$ cat config.mk
export PLATFORM = sky130hd
export DESIGN_NAME = cpu_ifetch
export DESIGN_NICKNAME = d
export VERILOG_FILES = /design/src/rtl/cpu_ifetch.sv
export SDC_FILE = /design/constraint.sdc
export NUM_CORES = 1
export LEC_CHECK = 0
export BUFFER_PORTS_ARGS = -buffer_cell sky130_fd_sc_hd__buf_2
export CAP_MARGIN = 40
export CORE_UTILIZATION = 61
export CTS_BUF_LIST = sky130_fd_sc_hd__clkbuf_8
export DETAILED_ROUTE_END_ITERATION = 12
export PLACE_DENSITY = 0.88
export SLEW_MARGIN = 25
export SYNTH_ARGS = -nofsm -noshare
export SYNTH_HDL_FRONTEND = slang
export SYNTH_SLANG_ARGS = --single-unit
$ cat constraint.sdc
create_clock -name clk_i -period 4.92 [get_ports clk_i]
set_input_delay 0.984 -clock clk_i [delete_from_list [all_inputs] [get_ports clk_i]]
set_output_delay 0.984 -clock clk_i [all_outputs]
set_load 0.02 [all_outputs]
$ cat src/rtl/cpu_ifetch.sv
`default_nettype none
// +----------------------------------------------------------------------------+
// | Module     : cpu_ifetch                                                     |
// | Description: Instruction fetch engine. Issues Wishbone-classic word reads  |
// |              and pushes the returned words into the instruction FIFO. It  |
// |              honours FIFO back-pressure and PC redirects. It realigns the |
// |              stream when a redirect targets an odd halfword.              |
// | Revision   : 1.0 - initial release                                         |
// +----------------------------------------------------------------------------+
module cpu_ifetch #(
  parameter logic [31:0] BOOT_ADDRESS = 32'h00001000,
  parameter int unsigned MAX_WAIT     = 16
) (
  input  logic        clk_i,
  input  logic        rst_i,
  output logic [31:0] imem_adr_o,
  output logic        imem_cyc_o,
  output logic        imem_stb_o,
  input  logic [31:0] imem_dat_i,
  input  logic        imem_ack_i,
  input  logic        fifo_full_i,
  output logic        fifo_write_en_o,
  output logic [31:0] fifo_data_o,
  output logic        fifo_flush_o,
  output logic        newPC_p_o,
  output logic [31:0] PC_o,
  input  logic        branch_i,
  input  logic [31:0] branch_tgt_i,
  input  logic        halt_i,
  output logic        bus_err_o
);

  localparam int unsigned CW = $clog2(MAX_WAIT + 1);

  typedef enum logic [1:0] {
    IDLE      = 2'd0,
    REQ       = 2'd1,
    PUSH_WAIT = 2'd2
  } state_t;

  // Registered state
  state_t          state;
  logic [31:0]     adr;
  logic            cyc;
  logic [31:0]     fetch_addr;
  logic            misaligned;
  logic [15:0]     hold;
  logic            hold_v;
  logic [31:0]     pend_word;
  logic [CW-1:0]   wait_cnt;
  logic            bus_err;
  logic            write_en;
  logic [31:0]     data;
  logic            flush;
  logic            newpc;
  logic [31:0]     pc;

  // Next-state values
  state_t          state_nxt;
  logic [31:0]     adr_nxt;
  logic            cyc_nxt;
  logic [31:0]     fetch_addr_nxt;
  logic            misaligned_nxt;
  logic [15:0]     hold_nxt;
  logic            hold_v_nxt;
  logic [31:0]     pend_word_nxt;
  logic [CW-1:0]   wait_cnt_nxt;
  logic            bus_err_nxt;
  logic            write_en_nxt;
  logic [31:0]     data_nxt;
  logic            flush_nxt;
  logic            newpc_nxt;
  logic [31:0]     pc_nxt;
  logic [31:0]     word;

  // Next-state and output decode; a redirect overrides everything else
  always_comb begin
    state_nxt      = state;
    adr_nxt        = adr;
    cyc_nxt        = cyc;
    fetch_addr_nxt = fetch_addr;
    misaligned_nxt = misaligned;
    hold_nxt       = hold;
    hold_v_nxt     = hold_v;
    pend_word_nxt  = pend_word;
    wait_cnt_nxt   = wait_cnt;
    bus_err_nxt    = bus_err;
    write_en_nxt   = 1'b0;
    data_nxt       = data;
    flush_nxt      = 1'b0;
    newpc_nxt      = 1'b0;
    pc_nxt         = pc;
    // Realigned word: held lower halfword of the previous fetch, then the
    // lower-address halfword of the current one.
    word           = misaligned ? {hold, imem_dat_i[31:16]} : imem_dat_i;

    if (branch_i) begin
      state_nxt      = IDLE;
      cyc_nxt        = 1'b0;
      flush_nxt      = 1'b1;
      newpc_nxt      = 1'b1;
      pc_nxt         = branch_tgt_i;
      fetch_addr_nxt = {branch_tgt_i[31:2], 2'b00};
      misaligned_nxt = branch_tgt_i[1];
      hold_v_nxt     = 1'b0;
      wait_cnt_nxt   = '0;
      bus_err_nxt    = 1'b0;
    end else begin
      case (state)
        IDLE: begin
          if (!halt_i && !fifo_full_i) begin
            state_nxt    = REQ;
            cyc_nxt      = 1'b1;
            adr_nxt      = fetch_addr;
            wait_cnt_nxt = '0;
          end
        end
        REQ: begin
          if (!cyc) begin
            // One-cycle gap after the priming fetch of a misaligned stream
            cyc_nxt      = 1'b1;
            adr_nxt      = fetch_addr;
            wait_cnt_nxt = '0;
          end else if (imem_ack_i) begin
            cyc_nxt        = 1'b0;
            wait_cnt_nxt   = '0;
            fetch_addr_nxt = fetch_addr + 32'd4;
            if (misaligned) begin
              hold_nxt   = imem_dat_i[15:0];
              hold_v_nxt = 1'b1;
            end
            if (misaligned && !hold_v) begin
              // Priming fetch: only the upper halfword of the target word is kept
              state_nxt = REQ;
            end else if (fifo_full_i) begin
              pend_word_nxt = word;
              state_nxt     = PUSH_WAIT;
            end else begin
              write_en_nxt = 1'b1;
              data_nxt     = word;
              state_nxt    = IDLE;
            end
          end else if (wait_cnt == CW'(MAX_WAIT - 1)) begin
            // Timeout: abandon the cycle and retry the same address from IDLE
            bus_err_nxt  = 1'b1;
            cyc_nxt      = 1'b0;
            wait_cnt_nxt = '0;
            state_nxt    = IDLE;
          end else begin
            wait_cnt_nxt = wait_cnt + CW'(1);
          end
        end
        PUSH_WAIT: begin
          if (!fifo_full_i) begin
            write_en_nxt = 1'b1;
            data_nxt     = pend_word;
            state_nxt    = IDLE;
          end
        end
        default: begin
          state_nxt = IDLE;
          cyc_nxt   = 1'b0;
        end
      endcase
    end
  end

  // State and output registers; reset drops the bus cycle immediately
  always_ff @(posedge clk_i or negedge rst_i) begin
    if (!rst_i) begin
      state      <= IDLE;
      adr        <= '0;
      cyc        <= 1'b0;
      fetch_addr <= BOOT_ADDRESS;
      misaligned <= 1'b0;
      hold       <= '0;
      hold_v     <= 1'b0;
      pend_word  <= '0;
      wait_cnt   <= '0;
      bus_err    <= 1'b0;
      write_en   <= 1'b0;
      data       <= '0;
      flush      <= 1'b0;
      newpc      <= 1'b0;
      pc         <= '0;
    end else begin
      state      <= state_nxt;
      adr        <= adr_nxt;
      cyc        <= cyc_nxt;
      fetch_addr <= fetch_addr_nxt;
      misaligned <= misaligned_nxt;
      hold       <= hold_nxt;
      hold_v     <= hold_v_nxt;
      pend_word  <= pend_word_nxt;
      wait_cnt   <= wait_cnt_nxt;
      bus_err    <= bus_err_nxt;
      write_en   <= write_en_nxt;
      data       <= data_nxt;
      flush      <= flush_nxt;
      newpc      <= newpc_nxt;
      pc         <= pc_nxt;
    end
  end

  assign imem_adr_o      = adr;
  assign imem_cyc_o      = cyc;
  assign imem_stb_o      = cyc;
  assign fifo_write_en_o = write_en;
  assign fifo_data_o     = data;
  assign fifo_flush_o    = flush;
  assign newPC_p_o       = newpc;
  assign PC_o            = pc;
  assign bus_err_o       = bus_err;

endmodule
`default_nettype wire

# After elaboration in Yosys (flattened, before gate mapping)
# Index checks and enable logic that the tools add are counted.
# totals
regBits	189
input_bits	70
out_inout_bits	102
elab_cells	110
# op_classes
n_addsub	2
eq_ne	16
muxes	52
n_bitwise	2
reduce_logical	24
# op_table
op	count
$mux 32	12
$pmux 32 s2	2
$add 32x3->32 const B	1
$mux 5	5
$mux 1	21
$mux 2	8
$ne 2x2->1 const B	8
$reduce_and 4->1	4
$reduce_bool 2->1	7
$pmux 5 s2	1
$ne 3x3->1 const B	3
$reduce_and 7->1	1
$pmux 2 s3	1
$reduce_and 6->1	1
$add 5x1->5 const B	1
$eq 5x4->1 const B	1
$reduce_and 5->1	1
$ne 4x4->1 const B	1
$reduce_and 2->1	2
$logic_not 1->1	3
$pmux 1 s3	1
$reduce_and 3->1	1
$reduce_bool 3->1	1
$eq 2x1->1 const B	1
other kinds (6)	8

# Depth between registers and ports, before layout
# Gate-level depths: netlist of the first run.
# logic_depth
ltp_word	7
mapped_depth	10
ltp_nobuf	7

# Worst setup path after synthesis of the first run
# Ideal clock, no wire load.
# synth_timing
path_type	in2reg
from	input imem_ack_i
to	register fetch_addr[23]
setup_time_ps	125
arrival_time_ps	2496
path_slack_ps	2299
stages	6
cell_sequence	nand3_2 -> or4_1 -> buf_2 -> or3_1 -> xnor2_1 -> mux2_2
# synth_between
elab_chain_len	2
# synth_rtl
item	line	text
from (decl)	20	input logic imem_ack_i,
$reduce_bool 2->1 (no line)	-	
$reduce_and 3->1 (no line)	-	
to (signal assigned)	190	fetch_addr <= fetch_addr_nxt;
to (decl)	45	logic [31:0] fetch_addr;
# No other way between the ends.
# A chain may end at the register's enable or synchronous reset.

# Worst setup path after layout of the first run
# layout_timing
from	register state[1]
to	register fetch_addr[28]
# layout_between
elab_chain_len	3
# layout_rtl
item	line	text
from (decl)	42	state_t state;
from (signal assigned)	187	state <= state_nxt;
$eq 2x1->1	109	case (state)
$reduce_bool 2->1 (no line)	-	
$reduce_and 3->1 (no line)	-	
# No other way between the ends.

==> results.toml, run 1 <==
[sta]
slew_violations = 0
rsz0062_at_grt = "false"
maxSlewHeadroom_pct = 43.79
tns_ps = 0
clock_skew_ps = 12.61
max_clock_freq_mhz = 358.5
period_needed_ps = 2789
hold_violations = 0
timing.final.crit_share_pct = 56.69
setup_ws_ps = 2131
finalSetupViolations = 0
worst_pin_slew_ps = 841.1

[placement]
routabilityCongestion = 0.8660
port-buffer-count = 169
dpl_cell_area_um2 = 9067
hpwl_mm = 12.99
dp_slack_ps = 1865

[logic_synthesis]
synth_area_per_cell_um2 = 10.50
synth_top_area_share_pct = 56.50
ys_seq_elements = 184
synth_edf_count = 0
synth_area_leaders = "dfrtp_1 56%, mux2_2 7.8%, o21ai_0 6.5%"
synth_area_um2 = 8105
ys_seq_area_share_pct = 56.82
async_flop_share_pct = 100.0
yosysTopAreaCell = "dfrtp_1"
synth_warnings = 0
ys_types = 51
ys.flop_type = "dfrtp_1"
postSynthCellCount = 772

[worst_setup_path]
reg2reg_slack_ps = 2130
crit_arrival_ps = 3210
worstPathMaxFanout = 10
crit_path_start_kind = "register"
cp-end-kind = "register"
reg2reg_depth = 7
worst_r2r_endpoint = "fetch_addr[28]"
r2r-start = "state[1]"
cp.required_ps = 5340
path_class = "register to register"

[clock_tree]
htreeDepth = 4
cts_setup_buffers = 0
cts-root-buf = "clkbuf_8"
clk_latency_ps = 480
clk_pin_slew_ps = 90
cts_tree = "done"
cts_hold_buf = 0
cts_resized = 0
clk_path_buf_depth = 2
numCtsBuffers = 17
cts.sinks = 184

[route]
via_count = 6423
drc = 0
postRouteAntennaNets = 0
drt_iter0_markers = 551
wl_per_cell_um = 17.03
drt_wl_total_mm = 18.87
via_per_inst = 5.797
dr.pass1.iters = 5

[floorplan]
dieArea_um2 = 13750
initial_core_util_pct = 63.45
io-pin-count = 172
die_y_um = 117.3
die_x_um = 117.3
core-area_um2 = 12770
rows = 41

[finish]
finish.utilization_pct = 74.13
n_fill_cell = 854
final_cell_mix = "182 x dfrtp_1, 168 x buf_2, 108 x nand2_1, 106 x o21ai_0, 56 x mux2_2"
design_area_um2 = 9469
final_common_cell = "dfrtp_1"
area_growth_pct = 16.83
drive_gt1_share_pct = 29.17
layout.nets = 998
diodes = 0

[hold_path]
hp-class = "input port to async pin"

[global_route]
use_met1_pct = 37.77
gr-usage-all-layers_pct = 28.77
overflow = 0
grt_pass1_wl_mm = 29.60
grt_pass1_vias = 6047
antenna_found_initial = 0
grt_max_degree = 93
grt_use_met3_pct = 7.775
use_met2_pct = 45.57
gr-max-usage-layer = "met2"

[run_status]
outcome = "completed"

[job]
maxCapViolations = 0

[power_and_ir_drop]
ir_drop_uv = 331.1
leakage_nw = 4.650
powerDensity_nw_per_um2 = 429.7
report_power, final:
group / switching [W] / total [W] / internal (W) / leakage (nW)
Combinational: 0.000642 / 0.00107 / 0.000423 / 2.09
Sequential: 0.000209 / 0.00203 / 0.00182 / 2.37
Clock: 0.000536 / 0.000978 / 0.000443 / 0.189
Total: 0.00139 / 0.00407 / 0.00268 / 4.65
final cells by class:
cell class	count	area [um^2]	share of cell area [%]
Sequential cell	184	4607	48.65
Clock inverter	15	140.1	1.480
Tap cell	172	215.2	2.273
Timing Repair Buffer	179	959.7	10.13
Inverter	30	112.6	1.189
Clock buffer	17	234.0	2.471
Multi-Input combinational cell	511	3201	33.80
state kept, by name (all words and copies together) (netlist names), 2 cells and up:
| name | cells |
|---|---|
| imem_adr_o | 30 |
| wait_cnt | 5 |
| state | 2 |
| fetch_addr | 30 |
| fifo_data_o | 32 |
| hold | 16 |
| PC_o | 32 |
| pend_word | 32 |
synthesized netlist by cell type (3+ instances only):
cell and count:
a21oi_1 39, a22oi_1 6, a31oi_1 3, buf_1 3, buf_2 6, buf_4 6, clkbuf_1 33, dfrtp_1 183
ha_1 5, inv_1 29, mux2_2 56, mux2i_1 35, nand2_1 108, nand3_1 19, nand4_1 11, nor2_1 44
nor3_1 6, nor3b_1 3, nor4_1 4, o211ai_1 5, o21a_1 3, o21ai_0 106, o311ai_0 5, o311ai_1 3
or4_1 4, xnor2_1 7, xor2_1 9
critical path, stage by stage (launching register included):
cell	delay, ps
dfrtp_1	410
inv_1	90
ha_1	370
and3_1	510
nand2_4	140
or4_1	700
or3b_1	420
nand3_1	80
worst max-delay path by stage:
stage / start / depth (start not counted) / to
floorplan: imem_ack_i / 6 / fetch_addr[23]
global placement: branch_i / 6 / fetch_addr[28]
detailed placement: branch_i / 6 / fetch_addr[28]
CTS: state[1] / 7 / fetch_addr[28]
global route: state[1] / 7 / fetch_addr[28]
finish: state[1] / 7 / fetch_addr[28]
kinds of logic (layout without fill, tap and decap cells):
group	count (synthesis)	count (layout)	share of synthesized area, %
AND/OR/NAND/NOR	212	212	11.62
flip-flops	184	184	56.82
multiplexers	91	91	12.10
AO/OA/AOI/OAI	185	185	12.92
XOR/XNOR	16	16	1.729
buffers and inverters	78	241	3.983
adder cells (fa/ha/maj)	5	5	0.7718
other	1	2	0.04627
through the flow:
| stage | std cells | power [W] | hold slack [ps] |
|---|---|---|---|
| global route | 1108 | 0.004268 | 298.3 |
| global placement | 1074 | 0.003053 | 456.3 |
| floorplan | 773 | 0.002687 | 450.1 |
| detailed placement | 1075 | 0.003109 | 464.6 |
| CTS | 1107 | 0.004065 | 484.4 |
| finish | 1108 | 0.004069 | 317.2 |
routing by layer:
metal	share of wire, %	vias to the layer above
met4	2.8	0
li1	-	2984
met5	0	-
met3	6.5	48
met2	48	270
met1	43	3121
(Power assumes the default switching activity.)
==> run 2, diff against run 1 <==
CORE_UTILIZATION = 51   (was 61)
PLACE_DENSITY = 0.78   (was 0.88)
clock period = 2.3 ns   (was 4.92 ns; I/O delays follow)
==> run 2 against run 1 <==
Sequential share of layout area down 1.2 points. Critical path depth down 2. Critical endpoint is now fetch_addr[23]. Largest power group unchanged. Sequential cell count unchanged. Clock skew up 6.6 ps. Critical path type unchanged.
==> results.toml, run 2 (synthesis gave the netlist of run 1 again) <==
[hold_path]
holdPathEnd = "fetch_addr[2]"
holdPathStages = 3
hp-class = "input port to register"
hp-start = "branch_tgt_i[2]"

[finish]
layout.nets = 1015
n_fill_cell = 1238
multi_input_area_um2 = 3239
fin_cells = 1165
area_growth_pct = 19.90
design_area_um2 = 9718
seq_area_um2 = 4607
final_common_cell = "dfrtp_1"
drive_gt1_share_pct = 30.85
final_cell_mix = "182 x dfrtp_1, 168 x buf_2, 108 x nand2_1, 106 x o21ai_0, 56 x mux2_2"

[power_and_ir_drop]
p_comb_share_pct = 26.9
internal_power_w = 0.005724
pwr-share-seq_pct = 49.2
pwr-share-clk_pct = 23.9
leakage_nw = 4.763
ir_drop_uv = 558.4
swShare_pct = 34.17
powerDensity_nw_per_um2 = 894.8
p_switching_w = 0.002972

[global_route]
antenna_found_initial = 0
grt_max_degree = 67
grt_pass1_vias = 6180
overflow = 0
gr-usage-all-layers_pct = 24.01
grt_pass1_wl_mm = 30.66

[clock_tree]
cts.sinks = 184
clk_path_buf_depth = 2
cts_tree = "done"
cts-root-buf = "clkbuf_8"
numCtsBuffers = 17
clk_pin_slew_ps = 90
clk_latency_ps = 470
htreeDepth = 4

[placement]
port-buffer-count = 169
dp_cells = 1131
hpwl_mm = 13.18
routabilityCongestion = 0.8345
dpl_cell_area_um2 = 9319

[job]
maxCapViolations = 0

[route]
dr.pass1.iters = 5
via_per_inst = 5.368
drt_iter0_markers = 334
postRouteAntennaNets = 0
drt_wl_total_mm = 18.34
drc = 0
wl_per_cell_um = 15.74
via_count = 6254

[sta]
max_clock_freq_mhz = 462.9
hold_violations = 0
period_needed_ps = 2160
worst_pin_slew_ps = 581.8
maxSlewHeadroom_pct = 61.21
tns_ps = 0
timing.final.crit_share_pct = 93.93
rsz0062_at_grt = "false"
clock_skew_ps = 19.22
finalSetupViolations = 0
slew_violations = 0

[worst_setup_path]
cp_top_family = "simple AND/OR/NAND/NOR gates"
r2r-start = "fetch_addr[12]"
cp-end-kind = "register"
reg2reg_depth = 5
cp.required_ps = 2640
path_class = "register to register"
max_stage_delay_ps = 590
crit_path_start_kind = "register"
slowest_stage = "dfstp_2"
cp_cell_sequence = "nand3_1 > or4_4 > or3_1 > xnor2_1 > mux2_2"
reg2reg_slack_ps = 140
worst_r2r_endpoint = "fetch_addr[23]"
path_buf_inv = 0
crit_arrival_ps = 2510
worstPathMaxFanout = 7

[floorplan]
rows = 45
core-area_um2 = 15370
die_y_um = 128.1
io-pin-count = 172
dieArea_um2 = 16400
initial_core_util_pct = 52.73
die_x_um = 128.1

[run_status]
outcome = "completed"
-- run 2: cell count changes in the layout (fill, tap and decap cells not counted), moves of 2 or more --
cell	delta
inv_6	+3
clkinvlp_4	-5
or4_1	-2
clkinv_4	+2
buf_4	+13
inv_1	-2
buf_12	+4
or4_4	+2
-- run 2: power by group through the flow --
stage	clock [W]	combinational (W)	sequential, W
floorplan	0	0.000953	0.00481
global placement	0	0.00229	0.00430
detailed placement	0	0.00235	0.00434
CTS	0.00213	0.00236	0.00428
global route	0.00226	0.00256	0.00437
finish	0.00208	0.00234	0.00428
-- run 2: layout make-up --
type                    count  share of cell area [%]
flip-flops and latches    184                   47.41
inverters                  30                   1.159
diodes                      1                 0.02575
well taps                 211                   2.717
repair buffers            196                   11.52
multi-input cells         511                   33.33
clock buffers              18                   2.549
clock inverters            14                   1.287
-- run 2: how the worst max path moves through the flow --
stage,cells past startpoint,slack (ps),to,from
final,5,140,fetch_addr[23],fetch_addr[12]
after global routing,5,40,fetch_addr[23],fetch_addr[4]
after CTS,7,5,fetch_addr[28],state[1]
after detailed placement,7,30,fetch_addr[28],state[1]
after global placement,7,60,fetch_addr[28],state[1]
after floorplan,10,50,fetch_addr[28],state[1]
-- run 2: through the flow --
step | power, W | worst slack [ps] | util, % | hold WS (ps)
floorplan | 0.005760 | 51.42 | - | 164.4
global placement | 0.006598 | 62.39 | 60.63 | 404.0
detailed placement | 0.006695 | 26.00 | 60.63 | 412.2
CTS | 0.008771 | 4.985 | 63.12 | 206.3
global route | 0.009188 | 35.38 | 63.21 | 210.6
finish | 0.008696 | 139.5 | 63.22 | 218.8
-- run 2: worst reg2reg max path, delay by kind of cell (launching register included) --
kind | cells | cell delay [ps]
muxes | 1 | 260
xor gates and xnor gates | 1 | 130
DFF | 1 | 590
and+or+nand+nor | 3 | 1080
-- run 2: repair_timing --
action                                  in CTS  in global routing
buffers inserted                             0                  0
hold buffers                                 1                  0
gates resized for setup                      0                  2
endpoints found under the setup margin       0                  5
hold endpoints to repair                    36                  0
-- run 2: metal layers --
metal	up-vias	part of all wire (%)	routed length [um]	track usage [%]
met5	-	0	0	0
met4	0	1.7	308	8.097
met3	22	4.9	900	5.760
met2	158	48	8751	38.62
met1	3037	46	8380	32.05
li1	3037	-	-	-
